### config.mk
export PLATFORM = sky130hd
export DESIGN_NAME = shift_add_mult4
export DESIGN_NICKNAME = d
export VERILOG_FILES = /design/src/rtl/mult_pkg.sv /design/src/rtl/adder4.sv /design/src/rtl/shift_add_mult4.sv
export SDC_FILE = /design/constraint.sdc
export NUM_CORES = 1
export LEC_CHECK = 0
export ABC_AREA = 0
export CORE_ASPECT_RATIO = 1.4
export CORE_MARGIN = 1
export CORE_UTILIZATION = 30
export DETAILED_ROUTE_END_ITERATION = 7
export DONT_BUFFER_PORTS = 1
export GPL_ROUTABILITY_DRIVEN = 1
export HOLD_SLACK_MARGIN = 0.03
export PLACE_DENSITY_LB_ADDON = 0.2
export SYNTH_ARGS = -nofsm -noshare
export SYNTH_HDL_FRONTEND = slang
export SYNTH_HIERARCHICAL = 1
export SYNTH_SLANG_ARGS = --single-unit
### constraint.sdc
create_clock -name Clock -period 1.5 [get_ports Clock]
set_input_delay 0.45 -clock Clock [delete_from_list [all_inputs] [get_ports Clock]]
set_output_delay 0.45 -clock Clock [all_outputs]
set_load 0.02 [all_outputs]
### src/rtl/mult_pkg.sv
// Shared constants and FSM encoding for the 4-bit shift-add multiplier.
package mult_pkg;

   localparam int N    = 4;
   localparam int ITER = 4;

   typedef enum logic [1:0] {
      IDLE = 2'b00,
      RUN  = 2'b01,
      DONE = 2'b10
   } state_t;

endpackage

### src/rtl/adder4.sv
// 4-bit ripple adder used by the multiplier's add step.
module adder4 (
   input  logic [3:0] a,
   input  logic [3:0] b,
   input  logic       cin,
   output logic [3:0] s,
   output logic       cout
);

   assign {cout, s} = {1'b0, a} + {1'b0, b} + {4'b0000, cin};

endmodule

### src/rtl/shift_add_mult4.sv
// Sequential 4x4 unsigned multiplier: one add-and-shift step per RUN cycle,
// product registered on the final step and held until the next completion.
module shift_add_mult4
   import mult_pkg::*;
#(
   parameter int N = 4
) (
   input  logic           Clock,
   input  logic           Resetn,
   input  logic           Start,
   input  logic [N-1:0]   A,
   input  logic [N-1:0]   B,
   output logic           Busy,
   output logic           Done,
   output logic [2*N-1:0] P
);

   state_t         state, state_nxt;
   logic [N-1:0]   mcand, mplr, acc;
   logic [N-1:0]   addend, sum;
   logic           cout;
   logic [1:0]     cnt;
   logic           last;
   logic [2*N-1:0] prod_nxt;
   logic [2*N-1:0] p_q;

   assign addend = mplr[0] ? mcand : '0;

   adder4 u_add (
      .a    (acc),
      .b    (addend),
      .cin  (1'b0),
      .s    (sum),
      .cout (cout)
   );

   // {cout, sum, mplr} shifted right by one; mplr's LSB falls off
   assign prod_nxt = {cout, sum, mplr[N-1:1]};
   assign last     = (cnt == 2'(ITER - 1));

   always_comb begin
      state_nxt = state;
      case (state)
         IDLE, DONE: state_nxt = Start ? RUN : IDLE;
         RUN:        if (last) state_nxt = DONE;
         default:    state_nxt = IDLE;
      endcase
   end

   always_ff @(posedge Clock) begin
      if (!Resetn) begin
         state <= IDLE;
         mcand <= '0;
         mplr  <= '0;
         acc   <= '0;
         cnt   <= '0;
         p_q   <= '0;
      end else begin
         state <= state_nxt;
         case (state)
            IDLE, DONE: begin
               if (Start) begin
                  mcand <= A;
                  mplr  <= B;
                  acc   <= '0;
                  cnt   <= '0;
               end
            end
            RUN: begin
               {acc, mplr} <= prod_nxt;
               cnt         <= cnt + 2'd1;
               if (last) p_q <= prod_nxt;
            end
            default: ;
         endcase
      end
   end

   assign Busy = (state == RUN);
   assign Done = (state == DONE);
   assign P    = p_q;

endmodule

# Yosys cells after proc, flatten, opt, wreduce, memory -nomap -nowiden
# Cells that the tools add are included.
[totals]
inputBits = 11
regBits = 24
output_inout_bits = 10
elab_cells = 29
[op_classes]
eq_ne = 5
n_reduce_logical = 6
mux = 10
addsub = 2
[op_table]
columns = ["cell", "count"]
rows = [
  ["4-bit one-hot mux with 2 select lines", 2],
  ["4-bit two-way mux", 3],
  ["2-bit one-hot mux with 2 select lines", 2],
  ["2-bit AND reduction", 3],
  ["4-bit by 4-bit adder with 5-bit output", 1],
  ["2-bit equality test, second input constant", 2],
  ["2-bit two-way mux", 2],
  ["2-bit by 1-bit adder with 2-bit output, second input constant", 1],
  ["2-bit by 1-bit equality test with 1-bit output, second input constant", 1],
  ["2-bit logical NOT", 1],
  ["2-bit by 1-bit inequality test with 1-bit output, second input constant", 1],
  ["2-bit inequality test, second input constant", 1],
  ["2-bit nonzero test", 1],
  ["2-bit OR reduction", 1],
  ["1-bit two-way mux", 1],
]

# Logic depth before layout (Yosys ltp)
# Gate-level depths: netlist of run 1.
[logic_depth]
ltp_word = 4
depth_mapped = 9
depth_no_buf = 9

# Hierarchy
# The synthesis of run 1 kept the hierarchy.
[by_module_without_submodules]
columns = ["mod", "cells_each", "area_per_inst_um2", "seq_area_each_um2", "n_inst"]
rows = [
  ["shift_add_mult4", 117, 1026.0, 480.5, 1],
  ["adder4", 16, 143.9, 0.0, 1],
]

# Worst setup path after synthesis of run 1
# No wires, ideal clock.
[synth_timing]
path_kind = "register to register"
startpoint = "reg mplr[0]"
endpoint = "reg p_q[4], in the netlist P[4]"
arrival_ps = 1560
path_buffers = 0
setup_ps = 76
path_slack_ps = -135
stages_incl_launch_ff = 8
cell_sequence = "dfxtp_1 -> and2_1 -> fa_1 -> inv_1 -> fa_1 -> inv_1 -> nand3_1 -> a21boi_0"
[synth_via]
elab_chain_len = 2
[synth_lines]
columns = ["element", "line", "text"]
rows = [
  ["from (decl)", "shift_add_mult4.sv:19", "logic [N-1:0] mcand, mplr, acc;"],
  ["from (signal assigned)", "shift_add_mult4.sv:70", "{acc, mplr} <= prod_nxt;"],
  ["4-bit two-way mux", "shift_add_mult4.sv:27", "assign addend = mplr[0] ? mcand : '0;"],
  ["named net addend[0]", "shift_add_mult4.sv:20", "logic [N-1:0] addend, sum;"],
  ["4-bit by 4-bit adder with 5-bit output", "adder4.sv:10", "assign {cout, s} = {1'b0, a} + {1'b0, b} + {4'b0000, cin};"],
  ["named net sum[1]", "shift_add_mult4.sv:20", ""],
  ["to (signal assigned)", "shift_add_mult4.sv:72", "if (last) p_q <= prod_nxt;"],
  ["to (decl)", "shift_add_mult4.sv:25", "logic [2*N-1:0] p_q;"],
]
# The timed path passes the listed nets, and every way through them passes these cells.
# A chain may end at the register's enable or synchronous reset.

# Worst setup path after layout of run 1
[layout_timing]
startpoint = "reg mplr[0]"
endpoint = "reg p_q[7], in the netlist P[7]"
[layout_via]
elab_chain_len = 2
[layout_lines]
columns = ["element", "line", "text"]
rows = [
  ["4-bit two-way mux", "shift_add_mult4.sv:27", ""],
  ["named net addend[0]", "shift_add_mult4.sv:20", ""],
  ["4-bit by 4-bit adder with 5-bit output", "adder4.sv:10", ""],
  ["named net cout", "shift_add_mult4.sv:21", "logic cout;"],
]
# The timed path passes the listed nets, and every way through them passes these cells.

==> run metrics, run 1 <==
postcts setup bufs 0; clock power share a little over a third; die width about 55 um; status complete, but fails checks; Detail Route Antenna Nets 0; Comb power frac 9.6%; Switching Power 0.000283 W; Mapped Avg Cell Area a little under 9 sq um; startpoint types flop; number of global-route vias before repair ~820; RR Startpoint mplr[0]$_SDFFE_PN0P_; CTS Buf Count 3; sequential share of the synthesized area 41.1%; endpoint type of the worst setup path flop; Post-Syn Instances approximately 130; die footprint 4160 sq um; Mapped Nets 150; Max Fclk 623 MHz; first-pass GRT wire length roughly 3700 um; WL final roughly 2200 um; Num Clock Sinks 24; diode count 0; RSZ-0062 raised after global routing true; crit path DAT roughly 1.8 ns; total power about 0.0012 W; CP required 1.70 ns; # port buffers 0; top_reg_cell synth dfxtp_1; # rows 26; clk_skew around 0.0039 ns; most frequent cells in the layout nand2_1, dfxtp_1, a21boi_1; largest net degree at the start of global routing 25; core area 3680 sq um; hold path cells 2; I/O pins 21; GPL Wtd Cong roughly 0.74; htree depth 1; final setup margin -0.106 ns; Netlist cell types 30; Final setup viols 8; internal power 0.000943 W; WS Path Type reg -> reg; global route overflow 0; final non-filler cell total ~180; clk_lat worst skew ~0.26 ns; hpwl dp between 1500 and 2000 um; synth warn 6; drt initial violations 15; vias roughly 870; fin crit period 1.61 ns; Critical Path Fanout Max 4; Clock Tree Buf Depth 2; Final Max Slew Viols 0; Die Y 75.9 um; clk slew on worst S/H paths roughly 0.080 ns; min-delay src A[3]; Switching Fraction a little under a quarter; R2R cell count 9; commonest non-fill, non-tap cell in the layout nand2_1; clock tree from TritonCTS yes; VDD IR max 0.342 mV; hold slack between 0.3 and 0.4 ns; sequential share of power 55.3%; Hold Path Sink mcand[3]$_SDFFE_PN0P_; pwr dens 952 nW/um^2; synthesized area between 1000 and 1500 sq um; area grow syn2layout 10.2%; drt wl/cell between 10 and 15 um; DP Cell Count between 150 and 200; Clock Root Buffer clkbuf_8; number of flops mapped to enable cells by yosys 0; worst min-delay path class in -> reg; Post-route DRC 0; Worst R2R End P[7]$_SDFFE_PN0P_; max-cap violations 0; Pre-antenna DRT Iters 4; Via-to-Cell Ratio approximately 5; post-route clock period utilization 107%; share of flip-flops with an asynchronous set or reset 0%; Initial Util 31.8%; GRT Total Usage about an eighth; Fin. Hold Viols 0; layout cell share with drive strength beyond 1 20.1%; failing checks negative setup slack; R2R setup slack -0.11 ns; FF+latch count, synth 24; fin nets 152; initial antenna violation count 0; Lkg Pwr around 0.49 nW
==> per-stage QoR <==
| stage | setup slack (ns) | setup TNS, ns | util, % | cell area [sq um] |
|---|---|---|---|---|
| 6_report | -0.106 | -0.566 | 35.1 | 1290 |
| 3_3_place_gp | -0.134 | -0.769 | 32.7 | 1200 |
| 2_1_floorplan | 0.0391 | 0 | - | 1180 |
| 5_1_grt | -0.249 | -1.49 | 35.1 | 1290 |
| 4_1_cts | -0.126 | -0.719 | 34.7 | 1270 |
| 3_5_place_dp | -0.160 | -0.884 | 32.7 | 1200 |
==> Yosys cell counts (2+ instances only) <==
| cell | instances | area [sq um] |
|---|---|---|
| a21boi_0 | 5 | 37.5 |
| a21boi_1 | 11 | 82.6 |
| a31oi_1 | 4 | 25.0 |
| and2_1 | 5 | 31.3 |
| and3_1 | 2 | 12.5 |
| buf_4 | 3 | 22.5 |
| clkbuf_1 | 3 | 11.3 |
| dfxtp_1 | 24 | 480 |
| fa_1 | 2 | 40.0 |
| ha_1 | 4 | 50.1 |
| inv_1 | 4 | 15.0 |
| nand2_1 | 29 | 109 |
| nand2b_1 | 2 | 12.5 |
| nand3_1 | 10 | 50.1 |
| nand3_2 | 3 | 30.0 |
| nor2b_1 | 2 | 12.5 |
| o21ai_0 | 6 | 30.0 |
| xnor2_1 | 2 | 17.5 |
==> worst max-delay path: stages (launching register included) <==
cell,delay [ns]
dfxtp_2,0.35
and2_4,0.14
fa_2,0.20
inv_2,0.04
fa_2,0.36
nor2b_1,0.12
o21ai_1,0.06
nand2b_1,0.11
nand3_2,0.06
a21boi_1,0.11
==> state kept, by name (all words and copies together) (netlist names) <==
| register | cells |
|---|---|
| cnt | 2 |
| state | 2 |
| P | 8 |
| mplr | 4 |
| acc | 4 |
| mcand | 4 |
==> layout make-up <==
type	count	area, sq um
timing repair inverter	1	3.75
clock buffer	4	55.1
inverter	5	23.8
multi-input combinational	96	642
timing repair buffer	4	30.0
sequential	24	482
fill	403	2390
tap	42	52.6
==> cells by family (layout without fill, tap and decap cells) <==
group	after synthesis	count (layout)	share of synthesized area (%)
other	1	1	0.321
buffers and inverters	13	14	7.06
xor gates and xnor gates	2	2	1.50
AOI/OAI and AO/OA	30	30	18.0
DFF	24	24	41.1
adders and majority gates	6	6	7.70
and+or+nand+nor	57	57	24.4
==> timing repair <==
item | in CTS | in global routing
resized for setup | 5 | 4
cloned | 1 | 0
pin swaps | 0 | 0
hold buffers | 0 | 0
endpoints found under the setup margin | 9 | 9
==> how the worst max path moves through the flow <==
stage                               startpoint           endpoint  slack, ns  cells after the start
after detailed placement  mplr[0]$_SDFFE_PN0P_  P[5]$_SDFFE_PN0P_      -0.16                      7
after global routing      mplr[0]$_SDFFE_PN0P_  P[7]$_SDFFE_PN0P_      -0.25                      9
after floorplan            acc[0]$_SDFFE_PN0P_  P[4]$_SDFFE_PN0P_       0.04                      6
after CTS                 mplr[0]$_SDFFE_PN0P_  P[7]$_SDFFE_PN0P_      -0.13                      9
final                     mplr[0]$_SDFFE_PN0P_  P[7]$_SDFFE_PN0P_      -0.11                      9
after global placement    mplr[0]$_SDFFE_PN0P_  P[7]$_SDFFE_PN0P_      -0.13                      9
==> metal layers <==
| layer | vias to the layer above | track usage (%) | routed length, um |
|---|---|---|---|
| met5 | - | 0 | 0 |
| met2 | 13 | 21.8 | 1150 |
| met4 | 0 | 5.98 | 42 |
| li1 | 442 | - | - |
| met3 | 4 | 2.00 | 93 |
| met1 | 409 | 14.0 | 916 |
==> power groups by stage <==
| stage | Combinational (W) | Clock, W | Sequential [W] |
|---|---|---|---|
| floorplan | 0.000109 | 0 | 0.000687 |
| global placement | 0.000112 | 0 | 0.000691 |
| detailed placement | 0.000114 | 0 | 0.000691 |
| CTS | 0.000119 | 0.000449 | 0.000678 |
| global route | 0.000136 | 0.000474 | 0.000683 |
| finish | 0.000118 | 0.000430 | 0.000678 |
Power figures use the tool's default switching activity.
==> run 2, diff against run 1 <==
Settings changed: CORE_ASPECT_RATIO 1.4 to 1.1.
==> run 2 against run 1 <==
Compared with the run above: total power up 12%; clock skew up 0.0012 ns; cell count up 5.1%; critical path depth unchanged; non-clock buffer count up 1; sequential share of layout area down 0.61 points; the run still ends with negative setup slack left; die area about the same; sequential power about the same; highest routed layer unchanged; register-to-register slack worse by 0.02 ns; via count down 0.23%; clock-buffer cell count down 1; first-iteration DRC count up 87%.
==> run metrics, run 2 (synthesis gave the netlist of run 1 again) <==
number of global-route vias before repair 873 (was 823); GRT Total Usage 13.5% (was 12.4%); global route overflow 0 (unchanged); WS Path Type reg -> reg (unchanged); Setup WS pre-CTS -0.159 ns (was -0.160 ns); GRT met3 Usage 2.87% (was 2.00%); diode count 0 (unchanged); # rows 23 (was 26); htree depth 1 (unchanged); CP max stage delay 0.36 ns (about the same); largest net degree at the start of global routing 25 (unchanged); Switching Fraction 22.5% (was 23.1%); pwr dens 1050 nW/um^2 (was 952 nW/um^2); gr busiest metal met2 (unchanged); initial antenna violation count 0 (unchanged); max reg flops 8 (unchanged); Clock Tree Buf Depth 2 (unchanged); CP required 1.71 ns (was 1.70 ns); Detail Route Antenna Nets 0 (unchanged); drt initial violations 28 (was 15); CTS Buf Count 3 (unchanged); DP Cell Count 180 (was 171); # hold bufs at CTS 0 (unchanged); Die Y 67.5 um (was 75.9 um); met1 usage 15.9% (was 14.0%); status complete, but fails checks (unchanged); core area 3680 sq um (about the same); final setup margin -0.125 ns (was -0.106 ns); Final Util 35.6% (was 35.1%); clk slew on worst S/H paths 0.09 ns (was 0.08 ns); Final Max Slew Viols 0 (unchanged); failing checks negative setup slack (unchanged); Clock Root Buffer clkbuf_8 (unchanged); max-cap violations 0 (unchanged); startpoint types flop (unchanged); filler cell count in the final layout 404 (was 403); Switching Power 0.000310 W (was 0.000283 W); # port buffers 0 (unchanged); Final setup viols 8 (unchanged); sequential share of power 49.2% (was 55.3%); clk_lat worst skew 0.27 ns (was 0.26 ns); hpwl dp 1670 um (was 1620 um); total power 0.00138 W (was 0.00123 W); layout cell share with drive strength beyond 1 19.3% (was 20.1%); internal power 0.00107 W (was 0.000943 W); area occupied by registers 482 sq um (unchanged); post-route clock period utilization 108% (was 107%); area occupied by multi-input gates 629 sq um (was 642 sq um); Critical Path Fanout Max 4 (unchanged); Initial Util 31.8% (about the same); Via-to-Cell Ratio 4.68 (was 4.93); routing usage on met2 22.0% (was 21.8%); drt wl/cell 12.6 um (was 12.5 um); VDD IR max 0.332 mV (was 0.342 mV); Lkg Pwr 0.491 nW (was 0.489 nW); die footprint 4150 sq um (was 4160 sq um); Num Clock Sinks 24 (unchanged); Comb power frac 8.8% (was 9.6%); die width 61.5 um (was 54.8 um); Max Fclk 616 MHz (was 623 MHz); hold slack 0.293 ns (was 0.311 ns); fin crit period 1.62 ns (was 1.61 ns); clock power share 41.9% (was 35.0%); final non-filler cell total 185 (was 176); cells along the critical path and2_4, fa_2, inv_2, fa_2, nor2b_2, o21ai_1, nand2b_1, nand3_2, a21boi_1 (was and2_4, fa_2, inv_2, fa_2, nor2b_1, o21ai_1, nand2b_1, nand3_2, a21boi_1); commonest non-fill, non-tap cell in the layout nand2_1 (unchanged); fin nets 153 (was 152); first-pass GRT wire length 3990 um (was 3680 um); slowest stage cell on the critical path dfxtp_2 (was fa_2); Post-route DRC 0 (unchanged); most frequent CP cell fa_2 (unchanged); crit path DAT 1.83 ns (was 1.81 ns); Fin. Hold Viols 0 (unchanged); most frequent cells in the layout nand2_1, dfxtp_1, a21boi_1 (unchanged); Pre-antenna DRT Iters 4 (unchanged); R2R setup slack -0.12 ns (was -0.11 ns); clk_skew 0.00511 ns (was 0.00387 ns); postcts setup bufs 0 (unchanged); area grow syn2layout 12.0% (was 10.2%); GPL Wtd Cong 0.731 (was 0.743); endpoint type of the worst setup path flop (unchanged); clock tree from TritonCTS yes (unchanged); vias 866 (was 868); RSZ-0062 raised after global routing true (unchanged); I/O pins 21 (unchanged); worst min-delay path class in -> reg (unchanged); WL final 2330 um (was 2200 um)
## run 2: cell count changes in the layout (fill, tap and decap cells not counted), sizes merged
cell,before,now
buf,4,5
bufinv,0,1
clkbuf,4,3
## run 2: critical path: cells and delay by family, from the launching register on
family	cells	cell delay (ns)
buffers and inverters	1	0.04
and+or+nand+nor	4	0.43
adders and majority gates	2	0.55
AOI/OAI and AO/OA	2	0.18
DFF	1	0.36
## run 2: metal layers
metal	share of wire [%]	wire length, um
met1	45	1050
met2	47	1090
met3	4.3	101
met4	3.8	88
met5	0	0
## run 2: final timing paths
path / startpoint / endpoint / cells after the start
setup / recovery: mplr[0]$_SDFFE_PN0P_ / P[7]$_SDFFE_PN0P_ / 9
hold / removal: Resetn / cnt[0]$_SDFFE_PN0P_ / 1
setup reg to reg: mplr[0]$_SDFFE_PN0P_ / P[7]$_SDFFE_PN0P_ / 9
hold reg to reg: mcand[2]$_SDFFE_PN0P_ / mcand[2]$_SDFFE_PN0P_ / 2
## run 2: stage by stage
| step | setup TNS [ns] | instance area (sq um) |
|---|---|---|
| finish | -0.788 | 1310 |
| global route | -1.62 | 1310 |
| CTS | -0.853 | 1300 |
| detailed placement | -0.932 | 1220 |
| global placement | -0.778 | 1220 |
| floorplan | 0 | 1180 |
## run 2: layout make-up
cell class	count	share of cell area, %
Multi-Input combinational cell	96	48.0
Inverter	5	1.81
Clock inverter	1	2.29
Clock buffer	3	3.15
Sequential cell	24	36.8
Timing Repair Buffer	5	2.87
Timing Repair inverter	1	0.287
Tap cell	50	4.78
## run 2: what timing repair did
item	4_1_cts	5_1_grt
gates cloned	1	0
setup endpoints to repair	9	9
gates resized for setup	4	3
## run 2: power by group through the flow
stage / Combinational, W / Clock [W] / Sequential, W
6_report: 0.000122 / 0.000578 / 0.000679
5_1_grt: 0.000137 / 0.000627 / 0.000684
4_1_cts: 0.000123 / 0.000598 / 0.000679
3_5_place_dp: 0.000119 / 0 / 0.000693
3_3_place_gp: 0.000116 / 0 / 0.000692
2_1_floorplan: 0.000109 / 0 / 0.000687
==> run 3, diff against run 2 <==
Settings changed: MAX_ROUTING_LAYER set to met4.
==> run 3 against run 2 <==
Compared with the run above: the flow still finishes with violations (negative setup slack); non-clock buffer count did not move; first-iteration DRC count did not move; sequential share of layout area did not move; clock skew barely moved; highest routed layer unchanged; register-to-register slack barely moved; flip-flop and latch count did not move; clock power barely moved; utilization did not move; clock-buffer cell count did not move.
==> run metrics, run 3 (synthesis gave the netlist of run 1 again) <==
status complete, but fails checks (unchanged); failing checks negative setup slack (unchanged); Post-route DRC 0 (unchanged); worst min-delay path class in -> reg (unchanged); R2R cell count 9 (unchanged); Setup TNS -0.789 ns (was -0.788 ns); post-route clock period utilization 108% (about the same); Pre-antenna DRT Iters 4 (unchanged); most frequent cells in the layout nand2_1, dfxtp_1, a21boi_1 (unchanged); filler cell count in the final layout 404 (unchanged); Initial Util 31.8% (unchanged); RSZ-0062 raised after global routing true (unchanged); WL final 2330 um (unchanged); # hold bufs at CTS 0 (unchanged); R2R setup slack -0.12 ns (about the same); DP Cell Count 180 (unchanged); CTS Buf Count 3 (unchanged); hpwl dp 1670 um (unchanged); hold path cells 1 (unchanged); largest net degree at the start of global routing 25 (unchanged); Max Fclk 616 MHz (about the same); WS Path Type reg -> reg (unchanged); max reg flops 8 (unchanged); first-pass GRT wire length 3990 um (unchanged); die footprint 4150 sq um (unchanged); clock tree from TritonCTS yes (unchanged); Lkg Pwr 0.491 nW (unchanged); Final Max Slew Viols 0 (unchanged); Critical Path Fanout Max 4 (unchanged); fin crit period 1.62 ns (about the same); drt wl/cell 12.6 um (unchanged); diode count 0 (unchanged); Detail Route Antenna Nets 0 (unchanged); Die Y 67.5 um (unchanged); Via-to-Cell Ratio 4.68 (unchanged); global route overflow 0 (unchanged); htree depth 1 (unchanged); GRT Total Usage 13.9% (was 13.5%); area grow syn2layout 12.0% (unchanged); Num Clock Sinks 24 (unchanged); max-cap violations 0 (unchanged); final setup margin -0.125 ns (about the same); hold slack 0.293 ns (about the same); clk_lat worst skew 0.27 ns (about the same); VDD IR max 0.332 mV (unchanged); die width 61.5 um (unchanged); final non-filler cell total 185 (unchanged); layout cell share with drive strength beyond 1 19.3% (unchanged); GPL Wtd Cong 0.739 (was 0.731); pwr dens 1050 nW/um^2 (about the same); startpoint types flop (unchanged); fin nets 153 (unchanged); commonest non-fill, non-tap cell in the layout nand2_1 (unchanged); # port buffers 0 (unchanged); Clock Root Buffer clkbuf_8 (unchanged); clk_skew 0.00513 ns (was 0.00511 ns); # rows 23 (unchanged); initial antenna violation count 0 (unchanged); CP required 1.71 ns (about the same); I/O pins 21 (unchanged); clk slew on worst S/H paths 0.09 ns (about the same); core area 3680 sq um (unchanged); number of global-route vias before repair 873 (unchanged); Final setup viols 8 (unchanged); drt initial violations 28 (unchanged); Fin. Hold Viols 0 (unchanged); Final Util 35.6% (unchanged); vias 866 (unchanged); endpoint type of the worst setup path flop (unchanged); Clock Tree Buf Depth 2 (unchanged); crit path DAT 1.83 ns (about the same)
==> run 3: final timing paths <==
path,startpoint,endpoint
setup / recovery,mplr[0]$_SDFFE_PN0P_,P[7]$_SDFFE_PN0P_
hold / removal,Resetn,cnt[0]$_SDFFE_PN0P_
setup reg to reg,mplr[0]$_SDFFE_PN0P_,P[7]$_SDFFE_PN0P_
hold reg to reg,mcand[2]$_SDFFE_PN0P_,mcand[2]$_SDFFE_PN0P_
==> run 3: report_power, final <==
group / leakage (nW) / total [W] / switching, W / internal, W
clock network: 0.0357 / 0.000578 / 0.000221 / 0.000357
logic: 0.260 / 0.000122 / 0.0000714 / 0.0000506
registers: 0.196 / 0.000679 / 0.0000179 / 0.000661
total: 0.491 / 0.00138 / 0.000310 / 0.00107
==> run 3: final cells by class <==
type                       count  area (sq um)  area share (%)
clock buffer                   3          41.3            3.15
multi-input combinational     96           629            48.0
timing repair buffer           5          37.5            2.87
tap                           50          62.6            4.78
sequential                    24           482            36.8
clock inverter                 1          30.0            2.29
timing repair inverter         1          3.75           0.287
inverter                       5          23.8            1.81
==> run 3: routing by layer <==
layer  global-route usage (%)  up-vias  part of all wire [%]
li1                         -      443                     -
met1                     15.9      397                    45
met2                     22.0       19                    47
met3                     2.87        7                   4.3
met4                     8.33        0                   3.8
met5                        -        -                     0
==> run 3: repair_timing <==
action                     4_1_cts  5_1_grt
setup endpoints to repair        9        9
resized for setup                4        3
hold endpoints to repair         0        0
buffers inserted                 0        0
gates cloned                     1        0
==> run 3: worst max-delay path, cell delays in order (launching register included) <==
cell and delay [ns]:
dfxtp_2 0.36, and2_4 0.14, fa_2 0.20, inv_2 0.04, fa_2 0.35, nor2b_2 0.11
o21ai_1 0.07, nand2b_1 0.12, nand3_2 0.06, a21boi_1 0.11
==> run 3: per-stage QoR <==
step	area, sq um	power [W]	setup WS, ns
6_report	1310	0.00138	-0.125
3_5_place_dp	1220	0.000811	-0.159
3_3_place_gp	1220	0.000808	-0.139
4_1_cts	1300	0.00140	-0.126
2_1_floorplan	1180	0.000796	0.0391
5_1_grt	1310	0.00145	-0.225
==> variant 1 (flow settings as in run 1) <==
Encoding of `state_t`: now one-hot (3 bits for 3 states).
--- a/src/rtl/mult_pkg.sv
+++ b/src/rtl/mult_pkg.sv
@@ -5,8 +5,8 @@
    localparam int ITER = 4;
 
-   typedef enum logic [1:0] {
-      IDLE = 2'b00,
-      RUN  = 2'b01,
-      DONE = 2'b10
+   typedef enum logic [2:0] {
+      IDLE = 3'b001,
+      RUN  = 3'b010,
+      DONE = 3'b100
    } state_t;
 
Behaviour: same outputs for any inputs over 10 cycles, from zero or initial values and one cycle with Resetn low; not proved beyond that.
==> variant 1 against run 1 <==
The run ends with DRC, setup timing left; worst setup slack got worse by 56 ps; first-iteration DRC count decreased by 20%; power increased by 1.9%; synthesized area increased by 7.4%; synthesized cell count decreased by 3.8%; final area increased by 17%; critical path depth unchanged; sequential cell count increased by 1; wire length increased by 29%; sequential power increased by 3.8%; critical endpoint unchanged; largest power group unchanged; highest routed layer unchanged.
==> variant 1: results (changes against run 1) <==
Placement
  – Placer Congestion: 0.707 (-4.8%)
  – Dpl ws: -201 ps (-40.2 ps)
  – Inst Count DP: 173 (+1.2%)
  – Dpl hpwl: 1.87 mm (+15%)

Route
  – Drt pass-1 iters: 6 (+2)
  – Initial DRC count: 12 (-3)
  – Post-route DRC: 4 (+4)
  – Routed len/inst: 15.5 um (+24%)
  – Vias per inst: 5.09 (+3.3%)

Clock tree
  – Worst-path clk slew: 90 ps
  – Root buf cell: clkbuf_8
  – Number of CTS-inserted buffers: 3 (unchanged)
  – Worst-Skew Late Latency: 270 ps

Hold path
  – Hold depth: 1 (-1)
  – Hold Path Class: in -> reg

Logic synthesis
  – Ys flop type: dfxtp_1
  – Net Count, Synth: 145 (-3.3%)
  – Largest cells by area after synthesis: dfxtp_1 (40%), mux2i_1 (9.6%), ha_1 (4.0%)
  – Seq/Total Area, Yosys: 39.8% (-1.2 points)
  – Synth top cells by count: dfxtp_1 (25), mux2i_1 (12), nand3_1 (9)
  – Mapped Cells: 128 (-3.8%)
  – Asr flop ratio synth: 0% (unchanged)
  – Yosys cell types: 32 (+6.7%)

Run status
  – Status: complete, but fails checks
  – Failing checks: DRC, setup timing

Global route
  – First-pass GRT wire length: 4.40 mm (+19%)
  – Initial antenna violation count: 0 (unchanged)
  – Largest net degree at the start of global routing: 21 (-16%)
  – Vias in the first global route: 920 (+12%)
  – GRT Resource Usage Total: 13.2% (+0.81 points)

Layout
  – Max reg flops: 8 (unchanged)
  – # nets final: 159 (+4.6%)
  – Share of layout cells above drive strength 1: 35.5% (+15 points)
  – Filler Cells Inserted: 426 (+5.7%)
  – Post-Layout Cell Count: 184 (+4.5%)

Timing
  – Final setup vio count: 10 (+2)
  – Clk_skew: 1.98 ps (-1.89 ps)
  – Final WS setup: -162 ps (-56.0 ps)

Worst setup path
  – Crit-path max FO: 2 (-2)
  – CP peak stage delay: 340 ps (-20 ps)
  – Worst r2r path cells: 9 (unchanged)

Pwr
  – Leakage: 0.563 nW (+15%)
  – Sw Pwr: 0.308 mW (+8.7%)
  – Maximum vdd drop: 0.000302 V (-12%)
variant 1: changes by cell type after synthesis, sizes merged, moves of 4 or more:
cell | before | now
nand2 | 29 | 7
mux2i | 0 | 12
a31oi | 4 | 0
o21ai | 6 | 12
o41ai | 0 | 4
nand3 | 13 | 9
a21oi | 1 | 9
nor2 | 1 | 8
a21boi | 17 | 0
variant 1: path summary, 6_finish.rpt:
kind / end / slack (ps) / from
hold / removal: state[0] / 250 / Resetn
hold reg to reg: acc[2] / 470 / acc[2]
setup / recovery: P[7] / -160 / mplr[0]
setup reg to reg: P[7] / -160 / mplr[0]
variant 1: area by class of cell:
type                    instances  share of cell area (%)
well taps                      43                    3.56
repair buffers                 17                    9.11
clock buffers                   4                    2.98
multi-input cells              90                    49.1
flip-flops and latches         25                    34.0
inverters                       5                    1.24
variant 1: worst max-delay path: cells and delay by family, from the launching register on:
family          cells  cell delay, ps
fa+ha+maj           2             540
compound gates      1             130
simple gates        4             340
mux                 1             140
buf+inv             1              70
flops               1             330
variant 1: cells by family (layout without fill, tap and decap cells):
kind of cell	after synthesis	count (layout)	share of synthesized area, %
AOI/OAI and AO/OA	26	26	14.7
xor gates and xnor gates	4	4	2.79
adders and majority gates	6	6	7.17
buffers and inverters	13	26	5.48
DFF	25	25	39.8
muxes	12	12	9.56
other	1	1	0.299
and+or+nand+nor	41	41	20.1
variant 1: what timing repair did:
action	in CTS	in global routing
buffers inserted	1	4
gates resized for setup	12	11
cloned	1	1
setup endpoints to repair	10	14
pin swaps	3	6
variant 1: through the flow:
stage	util [%]	setup TNS (ps)	instance area [um^2]
2_1_floorplan	-	0	1260
3_3_place_gp	33.8	-610	1350
3_5_place_dp	33.8	-769	1350
4_1_cts	35.7	-771	1420
5_1_grt	37.9	-1620	1510
6_report	37.9	-638	1510
variant 1: power groups by stage:
stage	sequential, mW	clock, mW	combinational (mW)
6_report	0.704	0.405	0.141
5_1_grt	0.709	0.469	0.156
4_1_cts	0.703	0.422	0.132
3_5_place_dp	0.719	0	0.126
3_3_place_gp	0.718	0	0.127
2_1_floorplan	0.713	0	0.108
variant 1: metal layers:
metal	wire length [um]	GRT usage [%]	vias to the layer above
li1	-	-	466
met1	1180	15.7	444
met2	1450	21.3	22
met3	153	3.29	5
met4	63	7.50	0
met5	0	0	-
==> variant 2 (settings of run 1) <==
Without the edit above. Add an input register stage for `Start`, `A` and `B`, cleared by the reset; this delays them by one clock.
--- a/src/rtl/shift_add_mult4.sv
+++ b/src/rtl/shift_add_mult4.sv
@@ -15,4 +15,20 @@
    output logic [2*N-1:0] P
 );
+
+   logic Start_q;
+   logic [N-1:0] A_q;
+   logic [N-1:0] B_q;
+
+   always_ff @(posedge Clock) begin
+      if (!Resetn) begin
+         Start_q <= '0;
+         A_q     <= '0;
+         B_q     <= '0;
+      end else begin
+         Start_q <= Start;
+         A_q     <= A;
+         B_q     <= B;
+      end
+   end
 
    state_t         state, state_nxt;
@@ -42,5 +58,5 @@
       state_nxt = state;
       case (state)
-         IDLE, DONE: state_nxt = Start ? RUN : IDLE;
+         IDLE, DONE: state_nxt = Start_q ? RUN : IDLE;
          RUN:        if (last) state_nxt = DONE;
          default:    state_nxt = IDLE;
@@ -60,7 +76,7 @@
          case (state)
             IDLE, DONE: begin
-               if (Start) begin
-                  mcand <= A;
-                  mplr  <= B;
+               if (Start_q) begin
+                  mcand <= A_q;
+                  mplr  <= B_q;
                   acc   <= '0;
                   cnt   <= '0;
Behaviour: not the same (a bounded check fails within 4 cycles, from zero or initial values and one cycle with Resetn low).
==> variant 2 against run 1 <==
Sequential share of layout area is 4.6 points higher; count of clock-buffer cells in the layout is 2 higher; clock skew is 1.7 ps lower; final area is 23% higher; worst setup slack worse by 10 ps; the run still ends with setup timing left; synthesized area is 21% higher; power is 35% higher; wire length is 15% higher; clock power is 47% higher; critical path depth stayed put; largest cell class unchanged; sequential cell count is 9 higher; worst hold slack worse by 30 ps.
==> variant 2: results (changes against run 1) <==
Run status
  – Status: complete, but fails checks
  – Failing checks: setup timing

Timing
  – Clk_skew: 2.18 ps (-1.69 ps)
  – Final setup vio count: 8 (unchanged)
  – Final WS setup: -116 ps (-10.1 ps)

Hold path
  – Worst hold endpoint: cnt[0]
  – Hold depth: 1 (-1)

Route
  – Met2 WL post-DR: 1.21 mm (+4.9%)
  – Metal-1 WL: 1.11 mm (+21%)
  – Initial DRC count: 19 (+4)
  – Routed len/inst: 11.5 um (-8.0%)
  – Via count: 982 (+13%)

Global route
  – Met1 Use GR: 13.3% (-0.70 points)
  – Met2 global-route usage: 17.5% (-4.3 points)
  – Vias in the first global route: 938 (+14%)
  – GR met3 Demand/Resource: 5.14% (+3.1 points)
  – Largest net degree at the start of global routing: 34 (+36%)
  – GRT Resource Usage Total: 11.8% (-0.63 points)
  – First-pass GRT wire length: 4.24 mm (+15%)

Worst setup path
  – CP Data Arrival Time: 1840 ps (+30 ps)
  – Worst r2r path cells: 9 (unchanged)

Placement
  – Dpl ws: -164 ps (-3.37 ps)
  – Dpl hpwl: 1.67 mm (+2.8%)
  – Placer Congestion: 0.719 (-3.2%)

Logic synthesis
  – Largest cells by area after synthesis: dfxtp_1 (47%), nand2_1 (7.7%), and2_1 (6.2%)
  – Asr flop ratio synth: 0% (unchanged)
  – Seq/Total Area, Yosys: 46.8% (+5.7 points)
  – Net Count, Synth: 169 (+13%)
  – Synth top cells by count: dfxtp_1 (33), nand2_1 (29), and2_1 (14)

Pwr
  – Leakage: 0.596 nW (+22%)
  – Maximum vdd drop: 0.000433 V (+27%)

Clock tree
  – Worst-Skew Late Latency: 280 ps (+20 ps)
  – H-tree levels: 2 (+1)
  – Number of CTS-inserted buffers: 5 (+2)

Layout
  – Share of layout cells above drive strength 1: 20.4% (+0.23 points)
## variant 2: where the power goes
group / total [mW] / switching [mW] / internal, mW
registers: 0.924 / 0.0169 / 0.907
logic: 0.0948 / 0.0536 / 0.0412
clock network: 0.633 / 0.312 / 0.321
total: 1.65 / 0.383 / 1.27
## variant 2: cells by family (layout without fill, tap and decap cells)
family                   after synthesis  in the layout  share of synthesized area [%]
XOR/XNOR                               2              2                           1.24
buffers and inverters                 14             19                           6.03
AND/OR/NAND/NOR                       66             66                           24.1
other                                  1              1                          0.266
flip-flops                            33             33                           46.8
AO/OA/AOI/OAI                         30             30                           15.2
adder cells (fa/ha/maj)                6              6                           6.38
## variant 2: per-stage QoR
step	instance area, um^2	cells	hold slack [ps]	TNS [ps]
global placement	1470	209	425	-572
detailed placement	1470	209	426	-916
CTS	1560	217	268	-742
floorplan	1420	152	416	0
global route	1580	219	262	-1420
finish	1580	219	282	-648
## variant 2: layout make-up
| cell class | instances | area, um^2 |
|---|---|---|
| multi-input cells | 105 | 692 |
| clock inverters | 2 | 10.0 |
| fillers | 486 | 2950 |
| clock buffers | 6 | 72.6 |
| inverters | 5 | 23.8 |
| well taps | 62 | 77.6 |
| repair inverters | 1 | 5.00 |
| repair buffers | 5 | 37.5 |
| flip-flops and latches | 33 | 663 |
## variant 2: worst max-delay path, cell delays in order (launching register included)
cell	delay [ps]
dfxtp_2	340
and2_4	140
fa_2	200
inv_2	40
fa_2	360
nor2b_1	140
o21ai_1	70
nand2b_1	100
nand3_2	70
a21boi_2	110
## variant 2: what timing repair did
action | in CTS | in global routing
endpoints found under the setup margin | 8 | 9
buffers inserted | 0 | 1
gates cloned | 0 | 1
hold buffers | 0 | 0
gates resized for setup | 4 | 5
pin swaps | 0 | 0
